==> src/rtl/cam_pkg.sv <==
// Shared constants and types for the CAM access controller.
package cam_pkg;

  localparam int unsigned DW    = 16;
  localparam int unsigned DEPTH = 16;
  localparam int unsigned AW    = 4;
  localparam int unsigned CW    = AW + 1;

  localparam logic SRC_LOOKUP = 1'b0;
  localparam logic SRC_INSERT = 1'b1;

  typedef enum logic [2:0] {
    ST_IDLE,
    ST_SEARCH,
    ST_WAIT,
    ST_EVAL,
    ST_WRITE,
    ST_RESP,
    ST_FLUSH
  } state_e;

endpackage

==> src/rtl/cam_rr_arb.sv <==
// Two-input round-robin arbiter; the pointer only advances on a contested grant.
module cam_rr_arb (
  input  logic       clk,
  input  logic       reset,
  input  logic       en,
  input  logic [1:0] req,
  output logic [1:0] gnt_c
);

  logic ptr;

  always_comb begin
    gnt_c = 2'b00;
    if (en) begin
      if (&req) gnt_c = ptr ? 2'b10 : 2'b01;
      else      gnt_c = req;
    end
  end

  always_ff @(posedge clk or posedge reset) begin
    if (reset)            ptr <= 1'b0;
    else if (en && (&req)) ptr <= ~ptr;
  end

endmodule

==> src/rtl/cam_access_ctrl.sv <==
// Sequencer/arbiter sharing one CAM between lookup and insert requesters,
// with search-before-write dedup, occupancy tracking and flush.
module cam_access_ctrl
  import cam_pkg::*;
#(
  parameter int unsigned SRCH_LAT = 1
) (
  input  logic          clk,
  input  logic          reset,
  input  logic          lk_req,
  input  logic [DW-1:0] lk_key,
  output logic          lk_gnt,
  input  logic          ins_req,
  input  logic [DW-1:0] ins_key,
  output logic          ins_gnt,
  input  logic          flush_req,
  output logic          flush_done,
  output logic          rsp_valid,
  output logic          rsp_src,
  output logic          rsp_hit,
  output logic [AW-1:0] rsp_addr,
  output logic          rsp_full,
  output logic [CW-1:0] count,
  output logic          full,
  output logic          cam_reset,
  output logic          cam_en,
  output logic          cam_we,
  output logic [DW-1:0] cam_din,
  input  logic          cam_match,
  input  logic [AW-1:0] cam_match_addr
);

  state_e     state;
  logic       src_q;
  logic [1:0] wait_cnt;
  logic [1:0] arb_gnt;
  logic       arb_en;

  // Grants are only issued from IDLE and never while a flush is pending.
  assign arb_en  = (state == ST_IDLE) && !flush_req;
  assign lk_gnt  = arb_gnt[0];
  assign ins_gnt = arb_gnt[1];
  assign full    = (count == CW'(DEPTH));

  cam_rr_arb u_arb (
    .clk   (clk),
    .reset (reset),
    .en    (arb_en),
    .req   ({ins_req, lk_req}),
    .gnt_c (arb_gnt)
  );

  always_ff @(posedge clk or posedge reset) begin
    if (reset) begin
      state      <= ST_IDLE;
      src_q      <= SRC_LOOKUP;
      wait_cnt   <= 2'd0;
      count      <= '0;
      cam_reset  <= 1'b1;
      cam_en     <= 1'b0;
      cam_we     <= 1'b0;
      cam_din    <= '0;
      flush_done <= 1'b0;
      rsp_valid  <= 1'b0;
      rsp_src    <= 1'b0;
      rsp_hit    <= 1'b0;
      rsp_addr   <= '0;
      rsp_full   <= 1'b0;
    end else begin
      cam_reset  <= 1'b0;
      flush_done <= 1'b0;
      rsp_valid  <= 1'b0;
      rsp_full   <= 1'b0;
      case (state)
        ST_IDLE: begin
          if (flush_req) begin
            cam_reset <= 1'b1;
            count     <= '0;
            state     <= ST_FLUSH;
          end else if (|arb_gnt) begin
            src_q    <= arb_gnt[1];
            cam_din  <= arb_gnt[1] ? ins_key : lk_key;
            cam_en   <= 1'b1;
            cam_we   <= 1'b0;
            wait_cnt <= 2'd0;
            state    <= ST_SEARCH;
          end
        end
        ST_SEARCH, ST_WAIT: begin
          if (wait_cnt == 2'(SRCH_LAT - 1)) begin
            cam_en <= 1'b0;
            state  <= ST_EVAL;
          end else begin
            wait_cnt <= wait_cnt + 2'd1;
            state    <= ST_WAIT;
          end
        end
        ST_EVAL: begin
          // Only a non-duplicate insert with room left turns into a write.
          if (src_q == SRC_INSERT && !cam_match && count != CW'(DEPTH)) begin
            cam_en <= 1'b1;
            cam_we <= 1'b1;
            state  <= ST_WRITE;
          end else begin
            rsp_valid <= 1'b1;
            rsp_src   <= src_q;
            rsp_hit   <= cam_match;
            rsp_addr  <= cam_match ? cam_match_addr : '0;
            rsp_full  <= (src_q == SRC_INSERT) && !cam_match;
            state     <= ST_RESP;
          end
        end
        ST_WRITE: begin
          cam_en    <= 1'b0;
          cam_we    <= 1'b0;
          count     <= count + CW'(1);
          rsp_valid <= 1'b1;
          rsp_src   <= SRC_INSERT;
          rsp_hit   <= 1'b0;
          rsp_addr  <= count[AW-1:0];
          state     <= ST_RESP;
        end
        ST_RESP: begin
          state <= ST_IDLE;
        end
        ST_FLUSH: begin
          // First FLUSH cycle holds cam_reset, second one signals completion.
          if (cam_reset) flush_done <= 1'b1;
          else           state      <= ST_IDLE;
        end
        default: state <= ST_IDLE;
      endcase
    end
  end

endmodule

==> config.mk <==
export PLATFORM = sky130hd
export DESIGN_NAME = cam_access_ctrl
export DESIGN_NICKNAME = d
export VERILOG_FILES = /design/src/rtl/cam_pkg.sv /design/src/rtl/cam_rr_arb.sv /design/src/rtl/cam_access_ctrl.sv
export SDC_FILE = /design/constraint.sdc
export NUM_CORES = 1
export LEC_CHECK = 0
export CAP_MARGIN = 40
export CORE_AREA = 2 2 93 95
export CTS_CLUSTER_DIAMETER = 120
export DETAILED_ROUTE_END_ITERATION = 10
export DIE_AREA = 0 0 95 97
export DONT_BUFFER_PORTS = 1
export HOLD_SLACK_MARGIN = 0.02
export MAX_ROUTING_LAYER = met4
export PLACE_DENSITY = 0.42
export SLEW_MARGIN = 20
export SYNTH_ARGS = -nofsm -noshare
export SYNTH_HDL_FRONTEND = slang
export SYNTH_HIERARCHICAL = 1
export SYNTH_SLANG_ARGS = --single-unit
==> constraint.sdc <==
create_clock -name clk -period 5.8 [get_ports clk]
set_input_delay 0.29 -clock clk [delete_from_list [all_inputs] [get_ports clk]]
set_output_delay 0.29 -clock clk [all_outputs]
set_load 0.02 [all_outputs]
# == Word level (Yosys, flattened, before mapping) ==
# Cells that the tools add are included.
# op_classes
add_sub_neg,2
n_mul,0
div_mod_pow,0
magnitude_cmp,0
n_eq_ne,16
n_shift,0
mux,39
bitwise_logic,2
reduce_logical,23
# ops
op,count
1-bit 2-to-1 mux,17
16-bit 2-to-1 mux,1
3-bit case mux with 5 select lines,1
"2-bit != test, second input constant",7
2-bit 2-to-1 mux,6
5-bit case mux with 2 select lines,1
3-bit 2-to-1 mux,3
4-bit 2-to-1 mux,2
4-bit case mux with 2 select lines,1
2-bit AND reduction,4
4-bit AND reduction,2
"3-bit by 2-bit == test with 1-bit output, second input constant",2
"3-bit == test, second input constant",2
1-bit case mux with 2 select lines,3
2-bit nonzero test,3
"5-bit by 1-bit adder with 5-bit output, second input constant",1
"5-bit == test, second input constant",1
5-bit 2-to-1 mux,1
"5-bit != test, second input constant",1
5-bit AND reduction,1
1-bit logical AND,4
1-bit case mux with 4 select lines,1
2-bit case mux with 2 select lines,1
4-bit nonzero test,1
other kinds (12),15
# word_totals
reg_bits,40
latch_bits,0
ramBits,0
romBits,0
out_inout_bits,36
wordCells,97
mem_count,0

# == Logic depth before layout (Yosys ltp) ==
# logic_depth
depth_word,7
mapped_depth,9
ltp_nobuf,7

# == Modules after synthesis ==
# Netlist, hierarchy kept.
# by_module_without_submodules
mod,n_inst,cells_each,area_each_um2
cam_access_ctrl,1,195,1953.1
cam_rr_arb,1,9,63.8

# == Worst setup path before layout ==
# OpenSTA, ideal clock, no wires.
# synth_timing
path_kind,register to register
startpoint,register state[0]
endpoint,register cam_din[12]
arrival_ns,2.385
required_ns,5.665
slack_ns,3.279
stages_incl_launch_ff,9
period_less_slack_ns,2.521
path_cell_list,dfrtp_1 buf_2 nor4_4 nand2_1 a21oi_1 buf_2 buf_1 mux2i_1 o21ai_0
# synth_via
elab_chain_len,5
word_cells_on_any_way,6
classes_between,mux: 2; reduce/logical: 4
# synth_rtl
element,line_no,text
from (decl),cam_access_ctrl.sv:33,state_e state;
from (signal assigned),cam_access_ctrl.sv:55,state <= ST_IDLE;
from (signal assigned),cam_access_ctrl.sv:79,state <= ST_FLUSH;
from (signal assigned),cam_access_ctrl.sv:86,state <= ST_SEARCH;
3-bit zero test *,cam_access_ctrl.sv:40,assign arb_en = (state == ST_IDLE) && !flush_req;
1-bit logical AND *,cam_access_ctrl.sv:40,
net arb_en,cam_access_ctrl.sv:37,logic arb_en;
2-bit 2-to-1 mux *,cam_rr_arb.sv:14,if (en) begin
net ins_gnt,cam_access_ctrl.sv:15,"output logic ins_gnt,"
2-bit OR reduction,cam_access_ctrl.sv:80,end else if (|arb_gnt) begin
3-bit AND reduction (no line),--,
to (signal assigned),cam_access_ctrl.sv:82,cam_din <= arb_gnt[1] ? ins_key : lk_key;
to (decl),cam_access_ctrl.sv:28,"output logic [DW-1:0] cam_din,"
# The timed path passes the listed nets; every way through them passes the cells marked *.
# A chain may end at the register's enable or synchronous reset.

# == Final worst setup path ==
# layout_timing
startpoint,register state[0]
endpoint,register state[0]
# layout_via
elab_chain_len,6
word_cells_on_any_way,14
classes_between,eq/ne: 7; mux: 2; reduce/logical: 5
# layout_rtl
element,line_no,text
3-bit zero test,cam_access_ctrl.sv:40,
1-bit logical AND,cam_access_ctrl.sv:40,
net arb_en,cam_access_ctrl.sv:37,
2-bit 2-to-1 mux,cam_rr_arb.sv:14,
net lk_gnt,cam_access_ctrl.sv:12,"output logic lk_gnt,"
2-bit OR reduction,cam_access_ctrl.sv:80,
3-bit by 2-bit != test with 1-bit output (no line),--,
2-bit AND reduction (no line),--,
# The timed path passes the listed nets, and every way through them passes these cells.

==> impl_metrics.yaml <==
worst_setup_path:
  crit_path_end_kind: "register"
  arrival_ns: 2.85
  crit_type: "reg2reg"
  rrSetupSlack_ns: 3.13
  required_ns: 5.98
  crit_fanout: 18
  worst_setup_path_start_kind: "register"
logic_synthesis:
  synth_compound_area_share_pct: 18.86
  seq_area_frac_synth_pct: 49.69
  synth_xor_area_share_pct: 0.8685
  synth_top_family_by_area: "compound AO/OA/AOI/OAI gates"
  synthAdderAreaFrac_pct: 1.861
  synthSimpleGateAreaFrac_pct: 15.76
  syn_inst: 204
  syn_nets: 249
  ys_seq_elements: 40
  avgSynthCellArea_sq_um: 9.887
  synth_cell_types: 47
  synth_mux_area_share_pct: 7.940
  synth_area_sq_um: 2017
  yosys_warnings: 6
grt:
  antenna_found_initial: 0
  grt_usage_pct: 11.30
  grt_start_max_net_pins: 40
  grt_pass1_wl_microns: 7893
  grt_pass1_vias: 1431
  overflow: 0
place:
  numPortBuffers: 0
  placed_area_sq_um: 2122
  gp_congestion: 0.7369
  dp_slack_ns: 2.926
  dpl.cell_count: 299
  dp_hpwl_microns: 3509
detailed_routing:
  drt_iter0_drc: 88
  viasPerCell: 4.809
  wirelength_microns: 4986
  ant_nets: 0
  avgRoutedWirePerCell_microns: 16.14
  drc: 0
  first_pass_iters: 4
  vias: 1486
timing:
  layout_setup_ws_ns: 3.130
  min_period_ns: 2.670
  max_freq_mhz: 374.5
  finalHoldViolations: 0
  skew_ns: 0.006952
  drv_slew: 0
  finalSetupTns_ns: 0
  final.period_utilization_pct: 46.04
  tightest_slew_ns: 0.7940
  rsz0062_at_grt: "no"
  setup_viol: 0
  slew_headroom_pct: 47.07
status:
  status: "finished clean"
clocking:
  htree_levels: 2
  post_cts_buffers: 0
  cts.sinks: 40
  cts_max_path_buffers: 2
  cts.clk_slew.worst_paths_ns: 0.08
  root_buffer: "clkbuf_8"
  cts_tree: "built"
  worstSkewPairLatency_ns: 0.29
  cts_made_buffers: 5
die:
  die_area_sq_um: 9215
  die_width_microns: 95
  rows: 33
  die_h_microns: 97
  initial_core_util_pct: 24.80
  ios: 78
  coreArea_sq_um: 8134
power:
  internal_power_uw: 620.0
  p_comb_share_pct: 28.1
  power.share.clock_pct: 16.0
  switchingPower_uw: 518.3
  seqPwrFrac_pct: 55.8
  powerDensity_nw_per_um2: 508.0
  p_leak_uw: 0.0009305
  power_switching_share_pct: 45.53
  ir_worst_vdd_v: 0.0001551
final_layout:
  layout.nets: 248
  stdcell_count: 309
  fill_cells: 845
  diodes: 0
  area_growth_pct: 11.10
  design_area_sq_um: 2241
  regArea_sq_um: 1002
  layout_commonest_cell: "dfrtp_1"
  multi_input_area_sq_um: 928.4
  drive_gt1_share_pct: 10.29
  final_cell_mix: "dfrtp_1 (39), o21ai_0 (32), nand2_1 (25), mux2i_1 (16), nor2_1 (13)"
worst_hold_path:
  hold_path_class: "in2async"
job:
  max_cap_viol_count: 0
cell families after synthesis:
family | count (synthesis)
DFF | 40
muxes | 16
and+or+nand+nor | 60
buffers and inverters | 22
AOI/OAI and AO/OA | 61
adders and majority gates | 3
xor gates and xnor gates | 2
metrics by stage:
step | hold WS [ns] | total power (uW) | utilization (%)
after floorplan | 0.01871 | 875.2 | -
after global placement | 0.02112 | 955.3 | 25.90
after detailed placement | 0.02117 | 962.0 | 26.09
after CTS | 0.03685 | 1147 | 27.21
after global routing | 0.06737 | 1231 | 27.55
final | 0.009672 | 1138 | 27.55
Yosys cell counts (all sizes together):
cell,count,share of area (%)
or3b,2,0.87
nor2b,2,0.62
nand2b,2,0.62
mux2i,16,7.9
o21ai,33,8.2
nand3,1,0.25
o211ai,1,0.37
o32ai,1,0.43
o21ba,1,0.50
clkbuf,7,1.4
nand4,2,0.62
nor4,1,1.1
a22o,2,0.87
buf,5,1.8
o21a,1,0.37
nor2,14,2.7
a21boi,1,0.37
xnor2,1,0.43
dfstp,1,1.3
a32oi,1,0.43
inv,10,1.9
o21bai,1,0.37
a221o,4,2.0
nand2,25,4.7
a21oi,9,2.8
or2b,1,0.43
xor2,1,0.43
ha,3,1.9
o41ai,1,0.43
o22ai,1,0.31
a211oi,1,0.37
a221oi,1,0.43
nor4b,1,0.43
and4b,1,0.56
dfrtp,39,48
a31oi,2,0.62
and3,4,1.3
or3,1,0.31
and4bb,1,0.81
nor3,2,0.50
path summary, 6_finish.rpt:
check	startpoint	end	cells after the start
setup / recovery	state[0]$_DFFE_PP0P_	state[0]$_DFFE_PP0P_	7
hold / removal	reset	cam_din[12]$_DFFE_PP0P_	2
setup reg to reg	state[0]$_DFFE_PP0P_	state[0]$_DFFE_PP0P_	7
hold reg to reg	u_arb/ptr$_DFFE_PP0P_	u_arb/ptr$_DFFE_PP0P_	1
max in group asynchronous	reset	state[0]$_DFFE_PP0P_	2
min in group clk	flush_req	cam_reset$_DFF_PP1_	1
final cells by class:
class / instances / share of cell area (%)
clock inverter: 1 / 0.2233
inverter: 10 / 1.675
timing repair buffer: 4 / 2.680
sequential: 40 / 44.72
tap: 105 / 5.863
clock buffer: 7 / 3.406
multi-input combinational: 142 / 41.43
registers in the layout (all words and copies together), names as in the netlist, 2 cells and up:
name,count
wait_cnt,2
rsp_addr,4
count,5
cam_din,16
state,3
repair_timing:
action / 4_1_cts / 5_1_grt
hold buffers: 1 / 0
hold endpoints to repair: 1 / 0
resized for setup: 0 / 0
worst max-delay path, stage by stage (launching register included):
cell	delay, ns
dfrtp_1	0.61
nor4_4	0.52
nand2_1	0.08
a21oi_1	0.63
o21ba_2	0.27
nor2_1	0.06
or3_1	0.33
o41ai_1	0.07
metal layers:
metal | routed length (microns) | global-route usage [%]
met5 | 0 | -
met4 | 48 | 3.344
met3 | 527 | 4.206
met2 | 2156 | 15.06
met1 | 2253 | 15.88
power by group through the flow:
stage	Clock, uW	Combinational (uW)	Sequential, uW
3_3_place_gp	0	314	641
2_1_floorplan	0	316	559
5_1_grt	206	369	656
3_5_place_dp	0	320	642
6_report	183	320	635
4_1_cts	189	320	638
Note: power is estimated with default switching activity, not from simulation.
